[config.mk]
export PLATFORM = sky130hd
export DESIGN_NAME = qwi_regarb
export DESIGN_NICKNAME = d
export VERILOG_FILES = /design/src/rtl/qwi_regarb_pkg.sv /design/src/rtl/qwi_rr_arbiter.sv /design/src/rtl/qwi_regarb.sv
export SDC_FILE = /design/constraint.sdc
export NUM_CORES = 1
export LEC_CHECK = 0
export BUFFER_PORTS_ARGS = -buffer_cell sky130_fd_sc_hd__buf_4
export CAP_MARGIN = 20
export CORE_ASPECT_RATIO = 0.7
export CORE_MARGIN = 2
export CORE_UTILIZATION = 30
export DETAILED_ROUTE_END_ITERATION = 16
export PLACE_DENSITY = 0.63
export SETUP_SLACK_MARGIN = 0.5
export SLEW_MARGIN = 20
export SYNTH_ARGS = -nofsm -noshare
export SYNTH_HDL_FRONTEND = slang
export SYNTH_SLANG_ARGS = --single-unit
[constraint.sdc]
create_clock -name reg_clk -period 1.9 [get_ports reg_clk]
set_clock_uncertainty 0.15 [all_clocks]
set_input_delay 0.38 -clock reg_clk [delete_from_list [all_inputs] [get_ports reg_clk]]
set_output_delay 0.38 -clock reg_clk [all_outputs]
set_load 0.005 [all_outputs]
[src/rtl/qwi_regarb_pkg.sv]
// qwi_regarb_pkg: shared definitions for the register-bus arbiter.
//   - arb_state_e : sequencer states (ST_BOOT only exists when QWI_REGARB_BOOT_EN is defined)
//   - BOOT_CNT, BOOT_ADDR[], BOOT_DATA[] : default register values written after reset
//   - wrap_add()  : modular increment used for round-robin rotation
package qwi_regarb_pkg;

    typedef enum logic [2:0] {
        ST_IDLE  = 3'd0,
        ST_ISSUE = 3'd1,
        ST_WAIT  = 3'd2,
        ST_RESP  = 3'd3
`ifdef QWI_REGARB_BOOT_EN
        , ST_BOOT = 3'd4
`endif
    } arb_state_e;

    // Widths of the boot table entries (register map word address / data).
    localparam int BOOT_AW = 11;
    localparam int BOOT_DW = 32;

    // Word addresses from the shared register map.
    localparam logic [BOOT_AW-1:0] FMT_DEF = 11'd3;

    localparam int BOOT_CNT = 1;
    localparam logic [BOOT_AW-1:0] BOOT_ADDR [BOOT_CNT] = '{FMT_DEF};
    localparam logic [BOOT_DW-1:0] BOOT_DATA [BOOT_CNT] = '{32'd3};

    // (base + off) mod n, for base < n and off <= n.
    function automatic int wrap_add(input int base, input int off, input int n);
        int sum;
        sum = base + off;
        if (sum >= n) begin
            sum = sum - n;
        end else begin
            sum = sum;
        end
        return sum;
    endfunction

endpackage

[src/rtl/qwi_rr_arbiter.sv]
// qwi_rr_arbiter: combinational round-robin pick.
//   req       in  NREQ  request vector
//   ptr       in  IDW   highest-priority requester this cycle
//   grant     out NREQ  one-hot grant (zero when no request)
//   grant_idx out IDW   index of the granted requester
//   grant_any out 1     at least one request present
module qwi_rr_arbiter
    import qwi_regarb_pkg::*;
#(
    parameter int NREQ = 2,
    parameter int IDW  = $clog2(NREQ)
) (
    input  logic [NREQ-1:0] req,
    input  logic [IDW-1:0]  ptr,
    output logic [NREQ-1:0] grant,
    output logic [IDW-1:0]  grant_idx,
    output logic            grant_any
);

    // Walk the requesters starting at ptr (wrapping) and keep the first hit.
    always_comb begin
        logic [IDW-1:0] cand;
        logic           hit;
        grant     = '0;
        grant_idx = '0;
        grant_any = 1'b0;
        cand      = '0;
        hit       = 1'b0;
        for (int i = 0; i < NREQ; i++) begin
            cand      = IDW'(wrap_add(int'(ptr), i, NREQ));
            hit       = !grant_any && req[cand];
            grant     = hit ? (NREQ'(1'b1) << cand) : grant;
            grant_idx = hit ? cand : grant_idx;
            grant_any = grant_any | hit;
        end
    end

endmodule

[src/rtl/qwi_regarb.sv]
// qwi_regarb: round-robin arbiter/sequencer giving NREQ register masters
// single-word access to qwi_regctrl through one BRAM-style port.
//   reg_clk/reg_rst            clock, synchronous active-high reset
//   req_valid/ready/wr/be/addr/wdata   per-requester request channel (slice i = requester i)
//   rsp_valid/rsp_id/rsp_rdata registered response pulse, tagged with requester index
//   boot_done                  default-value boot sequence finished
//   reg_ce/we/addr/wrd, reg_rdd  register file port
// Optional feature: define QWI_REGARB_BOOT_EN to write the package boot table
// after reset before any requester is served.
module qwi_regarb
    import qwi_regarb_pkg::*;
#(
    parameter int NREQ   = 2,
    parameter int AWID   = 11,
    parameter int DWID   = 32,
    parameter int RD_LAT = 1
) (
    input  logic                    reg_clk,
    input  logic                    reg_rst,
    input  logic [NREQ-1:0]         req_valid,
    output logic [NREQ-1:0]         req_ready,
    input  logic [NREQ-1:0]         req_wr,
    input  logic [NREQ*DWID/8-1:0]  req_be,
    input  logic [NREQ*AWID-1:0]    req_addr,
    input  logic [NREQ*DWID-1:0]    req_wdata,
    output logic                    rsp_valid,
    output logic [$clog2(NREQ)-1:0] rsp_id,
    output logic [DWID-1:0]         rsp_rdata,
    output logic                    boot_done,
    output logic                    reg_ce,
    output logic [DWID/8-1:0]       reg_we,
    output logic [AWID-1:0]         reg_addr,
    output logic [DWID-1:0]         reg_wrd,
    input  logic [DWID-1:0]         reg_rdd
);

    localparam int         IDW      = $clog2(NREQ);
    localparam int         BEW      = DWID / 8;
    localparam logic [1:0] LAT_LAST = 2'(RD_LAT - 1);
`ifdef QWI_REGARB_BOOT_EN
    localparam arb_state_e RST_STATE = ST_BOOT;
`else
    localparam arb_state_e RST_STATE = ST_IDLE;
`endif

    arb_state_e      state_r, state_s;
    logic            accept_s;
    logic [NREQ-1:0] arb_grant_s;
    logic [IDW-1:0]  arb_idx_s;
    logic            arb_any_s;
    logic [IDW-1:0]  rr_ptr_r;
    logic [IDW-1:0]  lat_id_r;
    logic            lat_wr_r;
    logic [1:0]      wait_cnt_r;
    logic            rsp_valid_r;
    logic [IDW-1:0]  rsp_id_r;
    logic [DWID-1:0] rsp_rdata_r;
    logic            reg_ce_r;
    logic [BEW-1:0]  reg_we_r;
    logic [AWID-1:0] reg_addr_r;
    logic [DWID-1:0] reg_wrd_r;

    qwi_rr_arbiter #(.NREQ(NREQ), .IDW(IDW)) u_arb (
        .req       (req_valid),
        .ptr       (rr_ptr_r),
        .grant     (arb_grant_s),
        .grant_idx (arb_idx_s),
        .grant_any (arb_any_s)
    );

`ifdef QWI_REGARB_BOOT_EN
    logic [7:0]      boot_idx_r;
    logic [2:0]      boot_cnt_r;
    logic            boot_done_r;
    logic            boot_issue_s;
    logic            boot_last_s;
    logic [AWID-1:0] boot_addr_s;
    logic [DWID-1:0] boot_data_s;

    // Each entry occupies slots 0..RD_LAT; the write is launched in slot 0.
    always_comb begin
        boot_addr_s = '0;
        boot_data_s = '0;
        for (int k = 0; k < BOOT_CNT; k++) begin
            boot_addr_s = (boot_idx_r == 8'(k)) ? AWID'(BOOT_ADDR[k]) : boot_addr_s;
            boot_data_s = (boot_idx_r == 8'(k)) ? DWID'(BOOT_DATA[k]) : boot_data_s;
        end
        if (state_r == ST_BOOT) begin
            boot_issue_s = (boot_cnt_r == 3'd0);
            boot_last_s  = (boot_cnt_r == 3'(RD_LAT)) && (boot_idx_r == 8'(BOOT_CNT - 1));
        end else begin
            boot_issue_s = 1'b0;
            boot_last_s  = 1'b0;
        end
    end

    // Boot table walk and completion flag.
    always_ff @(posedge reg_clk) begin
        if (reg_rst) begin
            boot_idx_r  <= 8'd0;
            boot_cnt_r  <= 3'd0;
            boot_done_r <= 1'b0;
        end else if (state_r == ST_BOOT) begin
            if (boot_cnt_r == 3'(RD_LAT)) begin
                boot_cnt_r <= 3'd0;
                boot_idx_r <= boot_idx_r + 8'd1;
            end else begin
                boot_cnt_r <= boot_cnt_r + 3'd1;
            end
            if (boot_last_s) begin
                boot_done_r <= 1'b1;
            end
        end
    end

    assign boot_done = boot_done_r;
`else
    assign boot_done = 1'b1;
`endif

    // Sequencer state register.
    always_ff @(posedge reg_clk) begin
        if (reg_rst) begin
            state_r <= RST_STATE;
        end else begin
            state_r <= state_s;
        end
    end

    // Next state and accept handshake; ready is suppressed while reset is held.
    always_comb begin
        state_s   = state_r;
        accept_s  = 1'b0;
        req_ready = '0;
        case (state_r)
            ST_IDLE: begin
                if (arb_any_s && !reg_rst) begin
                    req_ready = arb_grant_s;
                    accept_s  = 1'b1;
                    state_s   = ST_ISSUE;
                end else begin
                    state_s = ST_IDLE;
                end
            end
            ST_ISSUE: state_s = ST_WAIT;
            ST_WAIT: begin
                if (wait_cnt_r == LAT_LAST) begin
                    state_s = ST_RESP;
                end else begin
                    state_s = ST_WAIT;
                end
            end
            ST_RESP: state_s = ST_IDLE;
`ifdef QWI_REGARB_BOOT_EN
            ST_BOOT: begin
                if (boot_last_s) begin
                    state_s = ST_IDLE;
                end else begin
                    state_s = ST_BOOT;
                end
            end
`endif
            default: state_s = RST_STATE;
        endcase
    end

    // Request latch, rotation pointer and the register-port drive (valid for one ISSUE cycle).
    always_ff @(posedge reg_clk) begin
        if (reg_rst) begin
            rr_ptr_r   <= '0;
            lat_id_r   <= '0;
            lat_wr_r   <= 1'b0;
            reg_ce_r   <= 1'b0;
            reg_we_r   <= '0;
            reg_addr_r <= '0;
            reg_wrd_r  <= '0;
        end else if (accept_s) begin
            rr_ptr_r   <= IDW'(wrap_add(int'(arb_idx_s), 1, NREQ));
            lat_id_r   <= arb_idx_s;
            lat_wr_r   <= req_wr[arb_idx_s];
            reg_ce_r   <= 1'b1;
            reg_we_r   <= req_wr[arb_idx_s] ? req_be[arb_idx_s*BEW +: BEW] : '0;
            reg_addr_r <= req_addr[arb_idx_s*AWID +: AWID];
            reg_wrd_r  <= req_wdata[arb_idx_s*DWID +: DWID];
        end
`ifdef QWI_REGARB_BOOT_EN
        else if (boot_issue_s) begin
            reg_ce_r   <= 1'b1;
            reg_we_r   <= '1;
            reg_addr_r <= boot_addr_s;
            reg_wrd_r  <= boot_data_s;
        end
`endif
        else begin
            reg_ce_r <= 1'b0;
            reg_we_r <= '0;
        end
    end

    // Read-return latency counter; writes take the same path so latency is uniform.
    always_ff @(posedge reg_clk) begin
        if (reg_rst) begin
            wait_cnt_r <= 2'd0;
        end else if (state_r == ST_WAIT) begin
            wait_cnt_r <= wait_cnt_r + 2'd1;
        end else begin
            wait_cnt_r <= 2'd0;
        end
    end

    // Response register: captured on the last WAIT cycle, id/data hold until the next response.
    always_ff @(posedge reg_clk) begin
        if (reg_rst) begin
            rsp_valid_r <= 1'b0;
            rsp_id_r    <= '0;
            rsp_rdata_r <= '0;
        end else if ((state_r == ST_WAIT) && (wait_cnt_r == LAT_LAST)) begin
            rsp_valid_r <= 1'b1;
            rsp_id_r    <= lat_id_r;
            rsp_rdata_r <= lat_wr_r ? '0 : reg_rdd;
        end else begin
            rsp_valid_r <= 1'b0;
        end
    end

    assign rsp_valid = rsp_valid_r;
    assign rsp_id    = rsp_id_r;
    assign rsp_rdata = rsp_rdata_r;
    assign reg_ce    = reg_ce_r;
    assign reg_we    = reg_we_r;
    assign reg_addr  = reg_addr_r;
    assign reg_wrd   = reg_wrd_r;

endmodule

# Word level (Yosys, flattened, before mapping)
# Index checks and enable logic that the tools add are counted.
# classes
add_sub_neg,6
multipliers,1
n_lt_le_gt_ge,6
n_eq_ne,2
n_shift,5
muxes,23
bitwise_logic,4
n_reduce_logical,9
# op_table
operator,n
$shiftx A64 B7 Y32,1
$mux W32,1
$shiftx A22 B6 Y11,1
$mux W1,17
$pmux W3 S3,1
$mux W2,4
$shiftx A8 B4 Y4,1
$lt A1 B2 Y1 const B,3
$mul A1 B4 Y5 const B,1
$add A1 B1 Y2 const B,2
$ge A2 B2 Y1 const B,2
$shl A1 B1 Y2 const A,2
$eq A3 B1 Y1 const B,1
$eq A3 B2 Y1 const B,1
$logic_and A1 B1 Y1,3
$logic_not A3 Y1,1
$not A1 Y1,3
$reduce_or A3 Y1,1
$sub A1 B1 Y1 const B,3
$add A2 B1 Y2 const B,1
$ge A1 B2 Y1 const B,1
$logic_not A1 Y1,2
$logic_not A2 Y1,1
$reduce_or A2 Y1,1
$or A1 B1 Y1,1
# word_totals
ff_bits,90
in_bits,132

# Depth between registers and ports, before layout
# Gate-level depths: netlist (run 1).
# logic_depth
depth_word,12
depth_mapped,7
depth_no_buf,5

# Cells and area by module
# From an unflattened synthesis (run 1), not the netlist that was laid out.
# unflattened
cells_unflattened,293
hier_area_um2,3452.1
# modules_own_cells
module,n_inst,cells_each,area_each_um2,seq_area_each_um2
qwi_regarb,1,288,3419.5,1781.7
qwi_rr_arbiter,1,5,32.5,0.0

# Worst setup path after synthesis (run 1)
# No wires, ideal clock.
# synth_timing
path_kind,register to register
startpoint,register state_r[0]
endpoint,"register reg_addr_r[2], in the netlist reg_addr[2]"
setup_ns,0.122
arrival_time_ns,1.496
path_slack_ns,0.132
path_stages_with_launch,8
path_buffers,2
period_less_slack_ns,1.768
cell_sequence,dfxtp_1 -> inv_1 -> ha_1 -> nor2b_2 -> and3_4 -> buf_6 -> buf_6 -> a221o_1
# synth_between
elab_chain_len,2
# synth_rtl
element,line,rtl
from (decl),qwi_regarb.sv:46,"arb_state_e state_r, state_s;"
from (signal assigned),qwi_regarb.sv:126,state_r <= state_s;
$logic_not A3 Y1,qwi_regarb.sv:135,case (state_r)
$mux W1,qwi_regarb.sv:135,
to (signal assigned),qwi_regarb.sv:183,reg_addr_r <= req_addr[arb_idx_s*AWID +: AWID];
to (decl),qwi_regarb.sv:60,logic [AWID-1:0] reg_addr_r;
# No other way between the ends.
# A chain may end at the register's enable or synchronous reset.

# Worst setup path after layout (run 1)
# layout_timing
startpoint,register state_r[0]
endpoint,output port req_ready[0]
# layout_between
elab_chain_len,2
# layout_rtl
element,line,rtl
$logic_not A3 Y1,qwi_regarb.sv:135,
$mux W2,qwi_regarb.sv:135,
to (decl),qwi_regarb.sv:21,"output logic [NREQ-1:0] req_ready,"
# No other way between the ends.

==> impl_results.rst, run 1 <==
.. list-table::
   :header-rows: 1

   * - Metric
     - Value
   * - Period utilization
     - 102%
   * - Critical path destination
     - req_ready[0]
   * - Final ANT Viol Nets
     - 0
   * - Aggregate global-route resource usage
     - just under 20%
   * - Family with the most delay on the worst path
     - simple AND/OR/NAND/NOR gates
   * - Finish-stage setup viols
     - 2
   * - Critical path depth
     - 6
   * - Master of the slowest instance on the critical path
     - sky130_fd_sc_hd__dfxtp_2
   * - Overall die area
     - 0.0123 sq mm
   * - Crit end category
     - primary output
   * - Number of buffers created by CTS
     - 9
   * - Leakage dissipation
     - 3.03 nW
   * - Reg-to-Reg End
     - reg_wrd[4]$_SDFFE_PP0P_
   * - Beginning of the worst register-to-register path
     - state_r[1]$_SDFF_PP0_
   * - Largest net degree at the start of global routing
     - 30
   * - H-tree depth
     - 3
   * - Average wire per cell in the routed design
     - about 17 um
   * - Class of the worst hold path
     - in2reg
   * - Total congestion overflow
     - 0
   * - Filler cell count
     - 966
   * - Final Hold Fails
     - 0
   * - Run status
     - complete, but fails checks
   * - IR Drop Worst-Case VDD
     - approximately 0.00057 V
   * - Inserted Diodes
     - 0
   * - Max-slew violation total from the final report
     - 0
   * - Cts hold-fix bufs
     - 0
   * - Cell count after synthesis
     - 303
   * - Worst endpoint required time
     - 1.37 ns
   * - Via count of the first global-routing pass
     - 3472
   * - Place WS
     - about 0.085 ns
   * - Pwr Density
     - 1270 mW/mm^2
   * - Proportion of register bits with asynchronous set or reset after synthesis
     - 0%
   * - Synthesized cell area
     - ~0.0034 sq mm
   * - Seq cells post-synth
     - 89
   * - Iter 0 DRT Violations
     - between 150 and 200
   * - Unrepaired setup endpoints after global routing
     - yes
   * - Buffer cell driving the clock tree root
     - sky130_fd_sc_hd__clkbuf_16
   * - Fraction of the yosys area taken by sequential cells
     - a little over half
   * - Number of antenna violations at the first check in global routing
     - 0
   * - Standard-cell rows
     - 32
   * - Type of element launching the critical path
     - flop
   * - Commonest cells after routing, fill and taps aside
     - sky130_fd_sc_hd__buf_4, sky130_fd_sc_hd__dfxtp_1, sky130_fd_sc_hd__a221o_1, sky130_fd_sc_hd__and3_1, sky130_fd_sc_hd__a22o_1
   * - First-pass GRT wire length
     - 18700 um
   * - Hold WS
     - 0.106 ns
   * - Number of nets in the final layout
     - 684
   * - Post-layout instance area
     - 0.00628 sq mm
   * - Placer congestion estimate
     - 0.786
   * - Top Ports
     - 217
   * - Die width
     - 131 um
   * - Clock Latency Late Sink
     - between 0.3 and 0.4 ns
   * - Number of vias per cell
     - 4.91
   * - Longest Clk Path Bufs
     - 2
   * - Beginning of the critical path
     - state_r[0]$_SDFF_PP0_
   * - Net count after synthesis
     - 439
   * - Via count
     - 3467
   * - Critical path start-end classification
     - reg2out
   * - Violated checks
     - setup timing
   * - Final worst path period need
     - 1.93 ns
   * - Max capacitance violation total
     - 0
   * - Logic depth of the worst register-to-register path
     - 8
   * - Number of flops mapped to enable cells by yosys
     - 0
   * - Clock edge transition at the registers on the reported setup and hold paths
     - 0.06 ns
   * - Area Overhead vs Synth
     - 84.1%
   * - TritonCTS clock tree
     - done
   * - Count of buffers from port buffering
     - between 200 and 250
   * - Post-Route WL
     - 12200 um
   * - Mapped Avg Cell Area
     - 11.3 sq um
   * - Height of the die
     - 93.2 um
   * - CTS sink count
     - between 80 and 90
   * - Buf+Inv Stages, Crit Path
     - 3
   * - Final Power
     - 0.00796 W
   * - Starting Density
     - 30.9%
   * - R2r setup slk
     - roughly 0.03 ns
   * - Placed Area
     - 0.00515 sq mm
   * - Arrival @ worst endpoint
     - 1.40 ns
   * - Residual DRC
     - 0
   * - Estimated wirelength of the detail-placed design
     - 7860 um
   * - Share of the core filled with cells
     - 56.8%
   * - Core box area
     - 0.0111 sq mm
   * - Number of stages on the worst hold path
     - 2
   * - Maximum fanout along the worst path
     - 4
   * - Syn. warnings
     - 0
   * - Post-route setup slack
     - -0.0301 ns
   * - Leading cell type in the layout, fill and taps excluded
     - sky130_fd_sc_hd__buf_4
   * - FMAX
     - 0.518 GHz
   * - Ratio of cells with drive above 1 in the final layout
     - 60.6%
   * - Number of library cell types mapped by synthesis
     - 36
   * - Prevailing post-synth register cell
     - sky130_fd_sc_hd__dfxtp_1
   * - Cell-by-cell trace of the critical path
     - inv_2 > ha_4 > nor2b_4 > buf_12 > and2_4 > buf_6
   * - Worst path max stage delay
     - 0.32 ns
   * - Iteration count of the initial detailed-routing pass
     - 4
-- through the flow --
step | std cells | setup TNS, ns
finish | 706 | -0.0564
global route | 706 | -0.248
CTS | 697 | -0.0651
detailed placement | 654 | 0
global placement | 654 | 0
floorplan | 303 | 0
-- worst register-to-register path: cells and delay by family, from the launching register on --
kind,cells,cell delay (ns)
buffers and inverters,4,0.52
flip-flops,1,0.34
AND/OR/NAND/NOR,2,0.31
AO/OA/AOI/OAI,1,0.31
adder cells (fa/ha/maj),1,0.15
-- report_power, final --
part           switching, W  internal [W]
sequential         0.000301       0.00234
clock              0.000719       0.00122
combinational       0.00127       0.00211
total               0.00229       0.00567
-- cell type report --
cell class	count	area (sq um)	area share, %
clock buffers	11	253	4.02
flip-flops and latches	89	1790	28.4
clock inverters	5	77.6	1.24
multi-input cells	179	1580	25.2
repair buffers	264	2370	37.8
inverters	5	18.8	0.299
well taps	153	191	3.05
-- how the worst min path moves through the flow --
stage	start	endpoint	slack, ns
final	reg_rdd[11]	rsp_rdata[11]$_SDFFE_PP0P_	0.11
after global routing	reg_rdd[11]	rsp_rdata[11]$_SDFFE_PP0P_	0.09
after floorplan	wait_cnt_r[0]$_SDFF_PP0_	wait_cnt_r[0]$_SDFF_PP0_	0.25
after detailed placement	wait_cnt_r[0]$_SDFF_PP0_	wait_cnt_r[0]$_SDFF_PP0_	0.28
after global placement	wait_cnt_r[0]$_SDFF_PP0_	wait_cnt_r[0]$_SDFF_PP0_	0.26
after CTS	reg_rdd[11]	rsp_rdata[11]$_SDFFE_PP0P_	0.09
-- cell usage after synthesis, types with 2 or more instances --
cell type | n | area (sq um)
sky130_fd_sc_hd__a22o_1 | 23 | 201
sky130_fd_sc_hd__a21oi_1 | 11 | 55.1
sky130_fd_sc_hd__and3_2 | 14 | 105
sky130_fd_sc_hd__a21o_1 | 2 | 15.0
sky130_fd_sc_hd__clkbuf_1 | 12 | 45.0
sky130_fd_sc_hd__buf_2 | 4 | 20.0
sky130_fd_sc_hd__buf_6 | 10 | 113
sky130_fd_sc_hd__o21ai_0 | 4 | 20.0
sky130_fd_sc_hd__ha_1 | 4 | 50.1
sky130_fd_sc_hd__dfxtp_1 | 89 | 1780
sky130_fd_sc_hd__buf_4 | 3 | 22.5
sky130_fd_sc_hd__nand4b_1 | 9 | 78.8
sky130_fd_sc_hd__nand3_1 | 6 | 30.0
sky130_fd_sc_hd__a22oi_1 | 4 | 30.0
sky130_fd_sc_hd__inv_1 | 5 | 18.8
sky130_fd_sc_hd__nand2_1 | 11 | 41.3
sky130_fd_sc_hd__a221o_1 | 44 | 440
sky130_fd_sc_hd__and3_1 | 30 | 188
-- per-layer routing --
metal	vias to the layer above	part of all wire (%)	global-route usage, %
met2	144	46	31.0
met3	17	6.6	6.12
met5	-	0	0
li1	1664	-	-
met1	1642	45	24.9
met4	0	1.8	6.97
-- registers in the layout, summed over array words and instances, names as in the netlist --
register / cells
rsp_rdata: 32
rr_ptr_r: 1
wait_cnt_r: 2
reg_wrd: 32
lat_id_r: 1
reg_ce: 1
rsp_id: 1
state_r: 2
reg_addr: 11
rsp_valid: 1
lat_wr_r: 1
reg_we: 4
-- repair_timing --
item / CTS / global route
setup buffers: 18 / 7
gates cloned: 9 / 2
setup endpoints to repair: 82 / 89
pin swaps: 40 / 21
gates resized for setup: 61 / 34
-- cells by family after synthesis --
family	share of synthesized area, %
fa+ha+maj	1.47
buf+inv	6.56
flops	52.2
compound gates	23.4
other cells	0.110
simple gates	16.2
No activity file was read; power rests on OpenSTA's default activity.
==> inputs of run 2 (changes only) <==
--- a/config.mk
+++ b/config.mk
@@ -6,12 +6,12 @@
 export NUM_CORES = 1
 export LEC_CHECK = 0
 export BUFFER_PORTS_ARGS = -buffer_cell sky130_fd_sc_hd__buf_4
-export CAP_MARGIN = 20
 export CORE_ASPECT_RATIO = 0.7
 export CORE_MARGIN = 2
-export CORE_UTILIZATION = 30
+export CORE_UTILIZATION = 40
 export DETAILED_ROUTE_END_ITERATION = 16
-export PLACE_DENSITY = 0.63
+export PLACE_DENSITY = 0.79
+export REMOVE_ABC_BUFFERS = 1
 export SETUP_SLACK_MARGIN = 0.5
 export SLEW_MARGIN = 20
 export SYNTH_ARGS = -nofsm -noshare
==> run 2 against run 1 <==
  * The flow still finishes with violations (setup timing)
  * Wire length grew 5.0%
  * Via count grew 4.7%
  * Largest power group unchanged
  * Count of clock-buffer cells in the layout grew 1
  * First-iteration DRC count grew 22%
==> impl_results.rst, run 2 (synthesized netlist as in run 1, its figures left out) <==
.. list-table::
   :header-rows: 1

   * - Metric
     - Value
   * - Residual DRC
     - 0 (unchanged)
   * - Run status
     - complete, but fails checks (unchanged)
   * - Number of antenna violations at the first check in global routing
     - 0 (unchanged)
   * - Pwr Density
     - 1270 mW/mm^2 (about the same)
   * - Arrival @ worst endpoint
     - 1.43 ns (was 1.40 ns)
   * - Standard-cell rows
     - 28 (was 32)
   * - Placer congestion estimate
     - 0.744 (was 0.786)
   * - R2r setup slk
     - -0.04 ns (was 0.03 ns)
   * - FMAX
     - 0.511 GHz (was 0.518 GHz)
   * - Hold Path End
     - rsp_rdata[20]$_SDFFE_PP0P_ (was rsp_rdata[11]$_SDFFE_PP0P_)
   * - Final worst path period need
     - 1.96 ns (was 1.93 ns)
   * - Die width
     - 114 um (was 131 um)
   * - Commonest cells after routing, fill and taps aside
     - sky130_fd_sc_hd__buf_4, sky130_fd_sc_hd__dfxtp_1, sky130_fd_sc_hd__a221o_1, sky130_fd_sc_hd__and3_1, sky130_fd_sc_hd__a22o_1 (unchanged)
   * - Longest Clk Path Bufs
     - 2 (unchanged)
   * - TritonCTS clock tree
     - done (unchanged)
   * - Estimated wirelength of the detail-placed design
     - 7540 um (was 7860 um)
   * - Final ANT Viol Nets
     - 0 (unchanged)
   * - Clock edge transition at the registers on the reported setup and hold paths
     - 0.06 ns (about the same)
   * - Unrepaired setup endpoints after global routing
     - yes (unchanged)
   * - Beginning of the worst register-to-register path
     - state_r[0]$_SDFF_PP0_ (was state_r[1]$_SDFF_PP0_)
   * - Met2 track demand over resource in global routing
     - 40.6% (was 31.0%)
   * - Max capacitance violation total
     - 0 (unchanged)
   * - Number of nets in the final layout
     - 690 (was 684)
   * - Number of buffers created by CTS
     - 9 (unchanged)
   * - Place WS
     - -0.0195 ns (was 0.0855 ns)
   * - Most used routing layer in global routing
     - met2 (unchanged)
   * - Inserted Diodes
     - 0 (unchanged)
   * - Maximum fanout along the worst path
     - 4 (unchanged)
   * - IR Drop Worst-Case VDD
     - 0.000577 V (was 0.000571 V)
   * - Post-route setup slack
     - -0.0565 ns (was -0.0301 ns)
   * - First-pass GRT wire length
     - 17400 um (was 18700 um)
   * - Ratio of cells with drive above 1 in the final layout
     - 58.1% (was 60.6%)
   * - Logic depth of the worst register-to-register path
     - 8 (unchanged)
   * - CTS sink count
     - 89 (unchanged)
   * - Violated checks
     - setup timing (unchanged)
   * - Largest net degree at the start of global routing
     - 45 (was 30)
   * - Number of stages on the worst hold path
     - 2 (unchanged)
   * - Post-layout instance area
     - 0.00622 sq mm (was 0.00628 sq mm)
   * - Worst Hold Launch
     - reg_rdd[20] (was reg_rdd[11])
   * - Period utilization
     - 103% (was 102%)
   * - Buffer cell driving the clock tree root
     - sky130_fd_sc_hd__clkbuf_16 (unchanged)
   * - Iter 0 DRT Violations
     - 203 (was 167)
   * - Crit end category
     - primary output (unchanged)
   * - Final Power
     - 0.00792 W (was 0.00796 W)
   * - Height of the die
     - 81.3 um (was 93.2 um)
   * - Critical path start-end classification
     - reg2out (unchanged)
   * - Overall die area
     - 0.00930 sq mm (was 0.0123 sq mm)
   * - Starting Density
     - 40.8% (was 30.9%)
   * - Hold WS
     - 0.106 ns (about the same)
   * - Met1 routing resource usage after global routing
     - 30.8% (was 24.9%)
   * - Max-slew violation total from the final report
     - 0 (unchanged)
   * - Area Overhead vs Synth
     - 82.4% (was 84.1%)
   * - Reg-to-Reg End
     - reg_addr[8]$_SDFFE_PP0P_ (was reg_wrd[4]$_SDFFE_PP0P_)
   * - Via count
     - 3629 (was 3467)
   * - Worst endpoint required time
     - 1.37 ns (about the same)
   * - Cts hold-fix bufs
     - 0 (unchanged)
   * - Leading cell type in the layout, fill and taps excluded
     - sky130_fd_sc_hd__buf_4 (unchanged)
   * - Final Hold Fails
     - 0 (unchanged)
   * - Filler cell count
     - 575 (was 966)
   * - Iteration count of the initial detailed-routing pass
     - 4 (unchanged)
   * - Post-Route WL
     - 12800 um (was 12200 um)
   * - Number of vias per cell
     - 5.47 (was 4.91)
   * - Met3 track demand over resource in global routing
     - 6.87% (was 6.12%)
   * - Type of element launching the critical path
     - flop (unchanged)
   * - Clock Latency Late Sink
     - 0.33 ns (about the same)
   * - Core box area
     - 0.00837 sq mm (was 0.0111 sq mm)
   * - Aggregate global-route resource usage
     - 24.3% (was 19.4%)
   * - Total Neg Setup Slack
     - -0.456 ns (was -0.0564 ns)
   * - Average wire per cell in the routed design
     - 19.3 um (was 17.3 um)
   * - Placed Area
     - 0.00510 sq mm (was 0.00515 sq mm)
   * - Finish-stage setup viols
     - 14 (was 2)
   * - Total congestion overflow
     - 0 (unchanged)
   * - Via count of the first global-routing pass
     - 3386 (was 3472)
   * - Class of the worst hold path
     - in2reg (unchanged)
   * - Leakage dissipation
     - 3.03 nW (about the same)
   * - Count of buffers from port buffering
     - 215 (unchanged)
   * - Top Ports
     - 217 (unchanged)
   * - H-tree depth
     - 3 (unchanged)
-- run 2: layer usage --
layer / routed length [um] / share of wire, %
met4: 278 / 2.2
met2: 6270 / 49
met5: 0 / 0
met3: 858 / 6.7
met1: 5400 / 42
-- run 2: final cells by class --
class | count | area (sq um) | share of cell area, %
clock inverter | 4 | 76.3 | 1.23
multi-input combinational | 182 | 1550 | 24.9
sequential | 89 | 1780 | 28.7
clock buffer | 12 | 236 | 3.80
tap | 105 | 131 | 2.11
timing repair buffer | 267 | 2430 | 39.0
inverter | 5 | 18.8 | 0.302
-- run 2: critical path: stages (launching register included) --
cell and delay (ns):
sky130_fd_sc_hd__dfxtp_2 0.33, sky130_fd_sc_hd__inv_2 0.07, sky130_fd_sc_hd__ha_4 0.13, sky130_fd_sc_hd__nor2b_4 0.21
sky130_fd_sc_hd__and3_4 0.25, sky130_fd_sc_hd__buf_6 0.10
-- run 2: report_power, final --
part           internal (W)  total, W  switching (W)
combinational       0.00211   0.00344        0.00133
clock               0.00116   0.00187       0.000709
sequential          0.00234   0.00261       0.000276
-- run 2: worst max-delay path by stage --
| stage | to | slack (ns) | from |
|---|---|---|---|
| 3_3_place_gp | rsp_rdata[0]$_SDFFE_PP0P_ | 0.07 | state_r[0]$_SDFF_PP0_ |
| 5_1_grt | req_ready[0] | -0.10 | state_r[0]$_SDFF_PP0_ |
| 3_5_place_dp | rsp_rdata[4]$_SDFFE_PP0P_ | -0.02 | state_r[0]$_SDFF_PP0_ |
| 4_1_cts | req_ready[1] | -0.03 | state_r[0]$_SDFF_PP0_ |
| 6_report | req_ready[1] | -0.06 | state_r[0]$_SDFF_PP0_ |
| 2_1_floorplan | req_ready[1] | -0.44 | state_r[0]$_SDFF_PP0_ |
-- run 2: metrics by stage --
| step | utilization [%] | cells |
|---|---|---|
| 2_1_floorplan | - | 273 |
| 3_3_place_gp | 60.9 | 606 |
| 3_5_place_dp | 60.9 | 606 |
| 4_1_cts | 70.0 | 644 |
| 5_1_grt | 74.3 | 664 |
| 6_report | 74.3 | 664 |
-- run 2: repair_timing --
item                                    4_1_cts  5_1_grt
resized for setup                            35       38
pin swaps                                    19       47
gates cloned                                 10        7
buffers inserted                             12       13
endpoints found under the setup margin       88       85
